## config.mk

```make
export PLATFORM = sky130hd
export DESIGN_NAME = sound_event_scheduler
export DESIGN_NICKNAME = d
export VERILOG_FILES = /design/src/rtl/sound_event_scheduler.sv
export SDC_FILE = /design/constraint.sdc
export NUM_CORES = 1
export LEC_CHECK = 0
export CORE_AREA = 3 3 50 52
export DETAILED_ROUTE_END_ITERATION = 7
export DIE_AREA = 0 0 53 55
export SKIP_CTS_REPAIR_TIMING = 1
export SKIP_LAST_GASP = 1
export SYNTH_ARGS = -nofsm -noshare
export SYNTH_HDL_FRONTEND = slang
export SYNTH_SLANG_ARGS = --single-unit
```

## constraint.sdc

```tcl
create_clock -name clk -period 5 [get_ports clk]
set_input_delay 1 -clock clk [delete_from_list [all_inputs] [get_ports clk]]
set_output_delay 1 -clock clk [all_outputs]
set_load 0.01 [all_outputs]
```

## src/rtl/sound_event_scheduler.sv

```systemverilog
// sound_event_scheduler
//   Latches dragon-collision events into per-source pending flags and plays
//   one tone at a time by fixed priority (player > sword > sheep). Each tone
//   lasts a parameterised number of video frames and is followed by a silent
//   gap before the next grant.
//
//   Optional feature macro: SOUND_PREEMPT_EN
//     defined   -> a strictly higher-priority pending request interrupts the
//                  current tone or gap and is granted on the next edge; the
//                  interrupted tone is dropped.
//     undefined -> every tone and its gap run to completion.
//
// Ports
//   clk                    in   system clock, rising edge
//   reset                  in   synchronous, active-low
//   SheepDragonCollision   in   event request, low priority
//   SwordDragonCollision   in   event request, mid priority
//   PlayerDragonCollision  in   event request, high priority
//   frame_end              in   one-cycle pulse per video frame
//   tone_code       [1:0]  out  0 none, 1 sheep, 2 sword, 3 player
//   tone_active            out  high while a tone plays
//   busy                   out  high whenever not IDLE
//   pending         [2:0]  out  latched requests {player, sword, sheep}
module sound_event_scheduler #(
    parameter int DUR_PLAYER = 30,
    parameter int DUR_SWORD  = 12,
    parameter int DUR_SHEEP  = 20,
    parameter int GAP_FRAMES = 4
) (
    input  logic       clk,
    input  logic       reset,
    input  logic       SheepDragonCollision,
    input  logic       SwordDragonCollision,
    input  logic       PlayerDragonCollision,
    input  logic       frame_end,
    output logic [1:0] tone_code,
    output logic       tone_active,
    output logic       busy,
    output logic [2:0] pending
);

    typedef enum logic [1:0] {IDLE, PLAY, GAP} state_t;

    localparam logic [5:0] DUR_P = 6'(DUR_PLAYER);
    localparam logic [5:0] DUR_W = 6'(DUR_SWORD);
    localparam logic [5:0] DUR_S = 6'(DUR_SHEEP);
    localparam logic [5:0] GAP_N = 6'(GAP_FRAMES);

    state_t     state, state_n;
    logic [5:0] cnt, cnt_n;
    logic [1:0] code_n;
    logic [1:0] last, last_n;   // code of the tone most recently granted
    logic [2:0] events;
    logic [2:0] pend_n;
    logic [2:0] grant;
    logic [2:0] pgrant;         // one-hot highest-priority pending source
    logic [1:0] pcode;          // its tone code (0 when nothing pending)
    logic [5:0] pdur;
    logic       take;

    assign events = {PlayerDragonCollision, SwordDragonCollision, SheepDragonCollision};

    always_comb begin
        pgrant = 3'b000;
        pcode  = 2'd0;
        pdur   = DUR_S;
        if (pending[2]) begin
            pgrant = 3'b100; pcode = 2'd3; pdur = DUR_P;
        end else if (pending[1]) begin
            pgrant = 3'b010; pcode = 2'd2; pdur = DUR_W;
        end else if (pending[0]) begin
            pgrant = 3'b001; pcode = 2'd1; pdur = DUR_S;
        end
    end

    always_comb begin
        state_n = state;
        cnt_n   = cnt;
        code_n  = tone_code;
        last_n  = last;
        take    = 1'b0;
        grant   = 3'b000;

        case (state)
            IDLE: begin
                code_n = 2'd0;
                if (pcode != 2'd0) take = 1'b1;
            end
            PLAY: begin
                if (frame_end) begin
                    if (cnt == 6'd1) begin
                        code_n = 2'd0;
                        if (GAP_N == 6'd0) begin
                            state_n = IDLE;
                        end else begin
                            state_n = GAP;
                            cnt_n   = GAP_N;
                        end
                    end else if (cnt != 6'd0) begin
                        cnt_n = cnt - 6'd1;
                    end
                end
            end
            GAP: begin
                if (frame_end) begin
                    if (cnt == 6'd1) state_n = IDLE;
                    else if (cnt != 6'd0) cnt_n = cnt - 6'd1;
                end
            end
            default: state_n = IDLE;
        endcase

`ifdef SOUND_PREEMPT_EN
        // Only strictly higher priority interrupts; pcode ordering matches priority.
        if (state != IDLE && pcode > last) take = 1'b1;
`endif

        // A grant wins over any frame_end counting in the same cycle.
        if (take) begin
            grant   = pgrant;
            state_n = PLAY;
            cnt_n   = pdur;
            code_n  = pcode;
            last_n  = pcode;
        end

        // An event coincident with its own grant re-latches for a later replay.
        pend_n = events | (pending & ~grant);
    end

    always_ff @(posedge clk) begin
        if (!reset) begin
            state     <= IDLE;
            cnt       <= 6'd0;
            tone_code <= 2'd0;
            last      <= 2'd0;
            pending   <= 3'b000;
        end else begin
            state     <= state_n;
            cnt       <= cnt_n;
            tone_code <= code_n;
            last      <= last_n;
            pending   <= pend_n;
        end
    end

    assign tone_active = (state == PLAY);
    assign busy        = (state != IDLE);

endmodule

```

==> results of run 1 <==
[cells in the mapped netlist (all sizes together)]
master | number | area share
o31ai | 1 | 0.015
a41oi | 1 | 0.011
buf | 1 | 0.0060
a31oi | 2 | 0.015
nand2 | 7 | 0.035
nor2b | 2 | 0.015
or3 | 1 | 0.0075
nor2 | 9 | 0.041
o311ai | 3 | 0.053
a21oi | 9 | 0.054
a2111oi | 1 | 0.011
ha | 3 | 0.045
and2 | 3 | 0.023
nor3 | 6 | 0.036
inv | 8 | 0.036
o21ai | 8 | 0.048
o211ai | 1 | 0.0091
a311oi | 2 | 0.021
clkbuf | 3 | 0.014
nor4 | 1 | 0.015
a22oi | 1 | 0.0091
o311a | 1 | 0.012
xor2 | 2 | 0.021
nand2b | 3 | 0.023
nand4 | 2 | 0.015
o2111ai | 2 | 0.029
and3 | 1 | 0.0075
dfxtp | 13 | 0.31
or4 | 1 | 0.014
a32oi | 2 | 0.021
a32o | 1 | 0.012
o2111a | 1 | 0.014
[report_power, final]
| part | switching (mW) | leakage (nW) | internal [mW] | total, mW |
|---|---|---|---|---|
| logic | 0.0913 | 0.240 | 0.0692 | 0.160 |
| registers | 0.0186 | 0.107 | 0.117 | 0.135 |
| clock network | 0.0353 | 0.0150 | 0.0309 | 0.0662 |
| total | 0.145 | 0.362 | 0.217 | 0.362 |
[worst paths after layout]
| path | endpoint | depth (start not counted) | startpoint |
|---|---|---|---|
| worst max-delay path | tone_active | 2 | state[0] |
| worst min-delay path | tone_code[0] | 2 | tone_code[0] |
| worst max register to register | cnt[2] | 6 | cnt[1] |
| worst min register to register | tone_code[0] | 2 | tone_code[0] |
[metrics by stage]
stage / total power [mW] / utilization / hold WS, ns / setup WS [ns]
after floorplan: 0.2531 / - / 0.4886 / 3.086
after global placement: 0.2969 / 0.4508 / 0.4763 / 2.512
after detailed placement: 0.2963 / 0.4508 / 0.4763 / 2.549
after CTS: 0.3631 / 0.4630 / 0.4935 / 2.223
after global routing: 0.3915 / 0.4630 / 0.5344 / 2.065
final: 0.3622 / 0.4630 / 0.4919 / 2.216
[routing by layer]
metal  wire length [µm]  up-vias
met2                947       17
met4                 45        0
li1                   -      408
met1               1018      366
met3                 79        5
met5                  0        -
[cells by family (layout without fill, tap and decap cells)]
kind of cell / after synthesis / count (layout) / share of synthesized area
AOI/OAI and AO/OA: 36 / 36 / 0.3334
and+or+nand+nor: 36 / 36 / 0.2308
DFF: 13 / 13 / 0.3137
buffers and inverters: 12 / 24 / 0.05580
adders and majority gates: 3 / 3 / 0.04525
xor gates and xnor gates: 2 / 2 / 0.02112
[layout make-up]
class,instances,area [µm²]
multi-input cells,77,523.0
fillers,228,1154
repair buffers,12,120.1
flip-flops and latches,13,260.3
clock buffers,4,26.28
well taps,28,35.03
inverters,8,30.03
[critical path, delay by kind of cell, from the launching register on]
kind | cells | cell delay [ns]
buffers and inverters | 1 | 0.63
flip-flops | 1 | 0.44
AND/OR/NAND/NOR | 1 | 0.43
[sequential cells by signal, indices dropped and copies added, names as in the netlist]
name / cells
cnt: 6
pending: 3
state: 2
tone_code: 2
==> qor.csv, run 1 <==
metric;value;unit
area of the core;2148;µm²
sequential share of the synthesized area;0.3137;
Post-DP Area;968.4;µm²
Critical Path Max Stage Delay;0.63;ns
Synth Warn #;0;
htree depth;1;
met1 Use GR;0.2350;
total power divided by cell area;364.1;nW/µm²
Crit path required time;4.00;ns
RD Place Congestion;0.8888;
Root Buffer Master;clkbuf_4;
port bufs;12;
Slew @ Worst Pin;0.6726;ns
total track usage;0.1742;
initial antenna violation count;0;
WS Path Type;reg2out;
most common cell after layout, fill and taps aside;dfxtp_1;
ant diodes;0;
Initial Util;0.3861;
Yosys reg bits;13;
Leakage;0.3623;nW
num rows;17;
Worst EP arrival;1.78;ns
crit end category;primary output;
TritonCTS Buffers;3;
post-route minimum period;2.784;ns
met2 Resource Use GR;0.2645;
Setup-failing EPs final;0;
synthesized instance count;102;
Finished Layout Cells;142;
Avg Inst Size Synth;8.133;µm²
drt drc;0;
DRT iter0 DRCs;17;
relative slew slack;0.5479;
CP max FO;7;
average wire per cell in the routed design;14.73;µm
period utilization;0.5568;
count of cell types in the netlist;37;
fmax;359.2;MHz
I/O pin count;13;
CTS clock-pin slew for the worst setup and hold paths;0.09;ns
Final Max Tran Viols;0;
Max IR drop VDD;0.0001582;V
Area Overhead vs Synth;19.91;%
die height;55;µm
most used routing layer;met2;
r2r setup slk;3.14;ns
crit-path cells;nor2b_1 -> clkdlybuf4s50_1;
DP HPWL;1.488;mm
most frequent cells in the layout;13 x dfxtp_1, 12 x clkdlybuf4s50_1, 9 x nor2_1, 9 x a21oi_1, 8 x inv_1;
via count;796;
Cell Area, Synth;829.5;µm²
Die ar.;2915;µm²
vias in the first global route;759;
nets@finish;124;
CTS tree;done;
maxcap violations;0;
Worst setup SP type;flop;
DIE WIDTH;53;µm
clock insertion delay at the later pin of the skew report;0.28;ns
largest net degree at the start of global routing;13;
routed wire length;2.091;mm
Final Hold Fails;0;
CTS sink count;13;
Initial DRT Pass Iterations;4;
GRT met3 Usage;0.03217;
syn nets;111;
first-pass GRT wire length;3.608;mm
Final Instance Area;994.7;µm²
slowest library cell on the worst path;clkdlybuf4s50_1;
min-delay worst type;reg2reg;
grt ovf;0;
unrepaired setup endpoints after global routing;no;
Layout Skew;0.009930;ns
CTS max path bufs;2;
layout cell share with drive strength beyond 1;0.07895;
setup_tns;0;ns
Routed Antenna Nets;0;
Placed Cells;138;
outcome;complete, no violations;
via/cell ratio;5.606;
Note: power is estimated with default switching activity, not from simulation.
==> run 2, diff against run 1 <==
==> constraint.sdc (replaced) <==
create_clock -name clk -period 2.4 [get_ports clk]
set_input_delay 0.48 -clock clk [delete_from_list [all_inputs] [get_ports clk]]
set_output_delay 0.48 -clock clk [all_outputs]
set_load 0.01 [all_outputs]
==> run 2 against run 1 <==
Sequential share of layout area shrank 0.20 points. Hold slack lost 0.0055 ns. Count of clock-buffer cells in the layout did not move. Power grew 110%. Via count increased by 3.1%. Final cell count up 0.70%. Clock power is 110% higher. Largest cell class unchanged. Largest power group unchanged.
==> qor.csv, run 2 (synthesis results as in run 1) <==
metric;value;unit
outcome;complete, no violations;
crit end category;primary output;
Int Pwr;0.4546;mW
Routed Antenna Nets;0;
Slew @ Worst Pin;0.6574;ns
Initial DRT Pass Iterations;4;
grt ovf;0;
most frequent cells in the layout;13 x dfxtp_1, 12 x clkdlybuf4s50_1, 9 x nor2_1, 9 x a21oi_1, 8 x inv_1;
Crit. Startpoint;state[1];
DP HPWL;1.513;mm
slowest library cell on the worst path;clkdlybuf4s50_1;
Sw Share;0.4028;
Worst EP arrival;1.72;ns
Final Hold Fails;0;
Critical Path Sink;busy;
CTS max path bufs;2;
CTS sink count;13;
I/O pin count;13;
relative slew slack;0.5581;
Switch Pwr;0.3067;mW
DRT iter0 DRCs;13;
Regs by FF count;cnt x6, pending x3;
drt drc;0;
CTS tree;done;
layout cell share with drive strength beyond 1;0.08696;
routed wire length;2.052;mm
routed wl met2;935;µm
htree depth;1;
Final Power;0.7613;mW
initial antenna violation count;0;
average wire per cell in the routed design;14.35;µm
most common cell after layout, fill and taps aside;dfxtp_1;
die height;55;µm
Setup-failing EPs final;0;
DIE WIDTH;53;µm
ant diodes;0;
nets@finish;125;
CTS clock-pin slew for the worst setup and hold paths;0.08;ns
setup_tns;0;ns
M1 WL;982;µm
Root Buffer Master;clkbuf_4;
TritonCTS Buffers;3;
Worst R2R End;cnt[2];
Area Overhead vs Synth;20.81;%
Max IR drop VDD;0.0003627;V
Comb pwr share;0.444;
Crit path required time;1.92;ns
Layout Skew;0.002911;ns
post-route minimum period;2.204;ns
Hold Path Depth;2;
FF-to-FF path depth;6;
Worst setup SP type;flop;
total power divided by cell area;759.6;nW/µm²
clock power share;0.185;
unrepaired setup endpoints after global routing;no;
Critical Path Max Stage Delay;0.50;ns
Initial Util;0.3861;
r2r setup slk;0.58;ns
largest net degree at the start of global routing;13;
CP max FO;9;
crit-path cells;nor2_1 -> inv_1 -> clkdlybuf4s50_1;
Critical Path Stages;3;
Top reg by flops;cnt;
RD Place Congestion;0.8344;
period utilization;0.9183;
num rows;17;
met3 WL;96;µm
via count;821;
vias in the first global route;782;
FF-to-FF Start;cnt[1];
first-pass GRT wire length;3.608;mm
WS Path Type;reg2out;
cell family with most CP delay;buffers and inverters;
port bufs;12;
Leakage;0.3673;nW
Top Layer Used;met4;
fillcell total;206;
via/cell ratio;5.741;
min-delay worst type;reg2reg;
fmax;453.8;MHz
Die ar.;2915;µm²
area of the core;2148;µm²
register share of total power;0.371;
maxcap violations;0;
total track usage;0.1712;
Final Max Tran Viols;0;
clock insertion delay at the later pin of the skew report;0.28;ns
CP Buf/Inv Count;2;
max reg flops;6;
==> run 2: cell types whose count changed in the layout (fill, tap and decap cells not counted), sizes merged <==
| cell | previous run | this run |
|---|---|---|
| buf | 0 | 1 |
==> run 2: power groups by stage <==
| stage | sequential, mW | combinational, mW | clock (mW) |
|---|---|---|---|
| after global routing | 0.289 | 0.380 | 0.158 |
| after floorplan | 0.279 | 0.248 | 0 |
| after global placement | 0.287 | 0.333 | 0 |
| final | 0.283 | 0.338 | 0.140 |
| after CTS | 0.282 | 0.337 | 0.148 |
| after detailed placement | 0.287 | 0.336 | 0 |
==> run 2: final cells by class <==
cell class	instances	area [µm²]	area share
multi-input cells	77	523.0	0.5218
flip-flops and latches	13	260.3	0.2597
repair buffers	13	127.6	0.1273
well taps	28	35.03	0.03496
inverters	8	30.03	0.02996
clock buffers	4	26.28	0.02622
==> run 2: worst min path at each step <==
stage	from	endpoint	slack, ns
after floorplan	cnt[4]	cnt[4]	0.49
after global placement	tone_code[0]	tone_code[0]	0.47
after detailed placement	tone_code[0]	tone_code[0]	0.47
after CTS	tone_code[0]	tone_code[0]	0.49
after global routing	tone_code[0]	tone_code[0]	0.53
final	tone_code[0]	tone_code[0]	0.49
==> run 2: worst reg2reg max path, stage by stage, from the launching register on <==
cell and delay, ns:
dfxtp_1 0.35, inv_1 0.13, ha_1 0.35, inv_1 0.14
o311ai_4 0.39, nand2_2 0.11, a32o_1 0.25
==> run 2: metal layers <==
layer / up-vias / track usage
met5: - / 0
met4: 0 / 0.07660
met3: 5 / 0.03217
met2: 22 / 0.2727
li1: 411 / -
met1: 383 / 0.2249
==> run 2: through the flow <==
stage	setup slack (ns)	util	hold slack, ns	instance area (µm²)	std cells
6_report	0.1962	0.4665	0.4864	1002	143
5_1_grt	0.03560	0.4665	0.5303	1002	143
4_1_cts	0.1801	0.4665	0.4892	1002	143
3_5_place_dp	0.4961	0.4543	0.4711	975.9	139
3_3_place_gp	0.5373	0.4543	0.4711	975.9	139
2_1_floorplan	0.7061	-	0.4886	829.5	102
==> run 3, diff against run 2 <==
--- a/config.mk
+++ b/config.mk
@@ -5,9 +5,9 @@
 export SDC_FILE = /design/constraint.sdc
 export NUM_CORES = 1
 export LEC_CHECK = 0
-export CORE_AREA = 3 3 50 52
+export CORE_AREA = 3 3 51 53
 export DETAILED_ROUTE_END_ITERATION = 7
-export DIE_AREA = 0 0 53 55
+export DIE_AREA = 0 0 54 56
 export SKIP_CTS_REPAIR_TIMING = 1
 export SKIP_LAST_GASP = 1
 export SYNTH_ARGS = -nofsm -noshare
==> constraint.sdc (replaced) <==
create_clock -name clk -period 2.4 [get_ports clk]
set_input_delay 0.48 -clock clk [delete_from_list [all_inputs] [get_ports clk]]
set_output_delay 0.48 -clock clk [all_outputs]
set_load 0.1 [all_outputs]
==> run 3 against run 2 <==
Core utilization shrank 1.4 points. Critical path type unchanged. Critical endpoint unchanged. Clock skew fell by 0.0012 ns. Hold slack lost 0.0024 ns. Highest routed layer unchanged. Register-to-register slack worse by 0.03 ns.
==> qor.csv, run 3 (synthesis results as in run 1) <==
metric;value;unit
TritonCTS Buffers;3;
FF-to-FF path depth;6;
relative slew slack;0.5983;
largest net degree at the start of global routing;13;
Initial Util;0.3786;
layout cell share with drive strength beyond 1;0.1491;
DP HPWL;1.504;mm
clock insertion delay at the later pin of the skew report;0.28;ns
num rows;17;
Min-Delay Endpoint;tone_code[1];
grt ovf;0;
Final Hold Fails;0;
Area Overhead vs Synth;19.61;%
most common cell after layout, fill and taps aside;dfxtp_1;
CP max FO;9;
outcome;complete, no violations;
via count;826;
min-delay worst type;reg2reg;
Routed Antenna Nets;0;
Worst EP arrival;1.52;ns
FF-to-FF Start;cnt[1];
slowest library cell on the worst path;nor2_1;
Worst setup SP type;flop;
WS Path Type;reg2out;
max reg flops;6;
Hold Startpoint;tone_code[1];
Setup-failing EPs final;0;
vias in the first global route;770;
Critical Path Max Stage Delay;0.45;ns
Slew @ Worst Pin;0.5976;ns
CTS max path bufs;2;
die height;56;µm
fillcell total;225;
most frequent cells in the layout;13 x dfxtp_1, 9 x nor2_1, 9 x a21oi_1;
routed wire length;2.075;mm
port bufs;12;
Hold Path Depth;2;
Worst R2R End;cnt[2];
area of the core;2191;µm²
r2r setup slk;0.55;ns
CTS clock-pin slew for the worst setup and hold paths;0.08;ns
htree depth;1;
total track usage;0.1543;
Max IR drop VDD;0.0004130;V
final core occ;0.4529;
Crit path required time;1.92;ns
post-route minimum period;2.004;ns
crit-path cells;nor2_1 -> inv_1 -> buf_4;
total power divided by cell area;836.1;nW/µm²
Root Buffer Master;clkbuf_4;
crit end category;primary output;
CTS tree;done;
I/O pin count;13;
via/cell ratio;5.817;
average wire per cell in the routed design;14.61;µm
CP Buf/Inv Count;2;
Leakage;0.3772;nW
maxcap violations;0;
CTS sink count;13;
ant diodes;0;
Die ar.;3024;µm²
period utilization;0.8351;
DIE WIDTH;54;µm
nets@finish;124;
Top reg by flops;cnt;
first-pass GRT wire length;3.484;mm
Final Max Tran Viols;0;
fmax;499.0;MHz
unrepaired setup endpoints after global routing;no;
Layout Skew;0.001670;ns
initial antenna violation count;0;
Regs by FF count;cnt x6, pending x3;
drt drc;0;
DRT iter0 DRCs;24;
setup_tns;0;ns
Initial DRT Pass Iterations;4;
cell family with most CP delay;simple AND/OR/NAND/NOR gates;
RD Place Congestion;0.8750;
## run 3: cell count changes in the layout (fill, tap and decap cells not counted)
cell / change
buf_4: +5
nor2b_2: +1
clkdlybuf4s50_1: -7
buf_12: +1
nor2b_1: -1
## run 3: cell type report
cell class	instances	area, µm²	share of cell area
Clock buffer	4	26.28	0.02648
Inverter	8	30.03	0.03026
Multi-Input combinational cell	77	525.5	0.5296
Sequential cell	13	260.3	0.2623
Tap cell	28	35.03	0.03531
Timing Repair Buffer	12	115.1	0.1160
## run 3: how the worst max path moves through the flow
stage | start | end | slack (ns) | depth (start not counted)
floorplan | state[0] | cnt[2] | 0.31 | 4
global placement | frame_end | cnt[2] | 0.54 | 4
detailed placement | frame_end | state[0] | 0.51 | 3
CTS | state[1] | busy | 0.37 | 3
global route | state[1] | busy | 0.27 | 3
finish | state[1] | busy | 0.40 | 3
## run 3: routing by layer
metal | up-vias | track usage | share of wire
li1 | 409 | - | -
met1 | 389 | 0.2019 | 0.44
met2 | 24 | 0.2370 | 0.48
met3 | 4 | 0.05094 | 0.070
met4 | 0 | 0.04270 | 0.012
met5 | - | 0 | 0
## run 3: report_power, final
part	switching (mW)	total, mW	internal (mW)
Sequential	0.0391	0.283	0.243
Clock	0.0723	0.137	0.0645
Combinational	0.265	0.410	0.145
Total	0.376	0.830	0.453
## run 3: stage by stage
stage                     setup WS [ns]  hold slack (ns)  area, µm²  total power, mW  cells
final                            0.3959           0.4839      992.2           0.8296    142
after global routing             0.2715           0.5333      992.2           0.8951    142
after global placement           0.5358           0.4649      965.9           0.6915    138
after CTS                        0.3701           0.4920      992.2           0.8369    142
after detailed placement         0.5136           0.4759      965.9           0.6933    138
after floorplan                  0.3095           0.4886      832.0           0.6021    102
## run 3: worst register-to-register path, stage by stage, from the launching register on
cell      delay [ns]
dfxtp_1         0.36
inv_1           0.14
ha_1            0.34
inv_1           0.14
o311ai_4        0.41
nand2_2         0.11
a32o_1          0.25
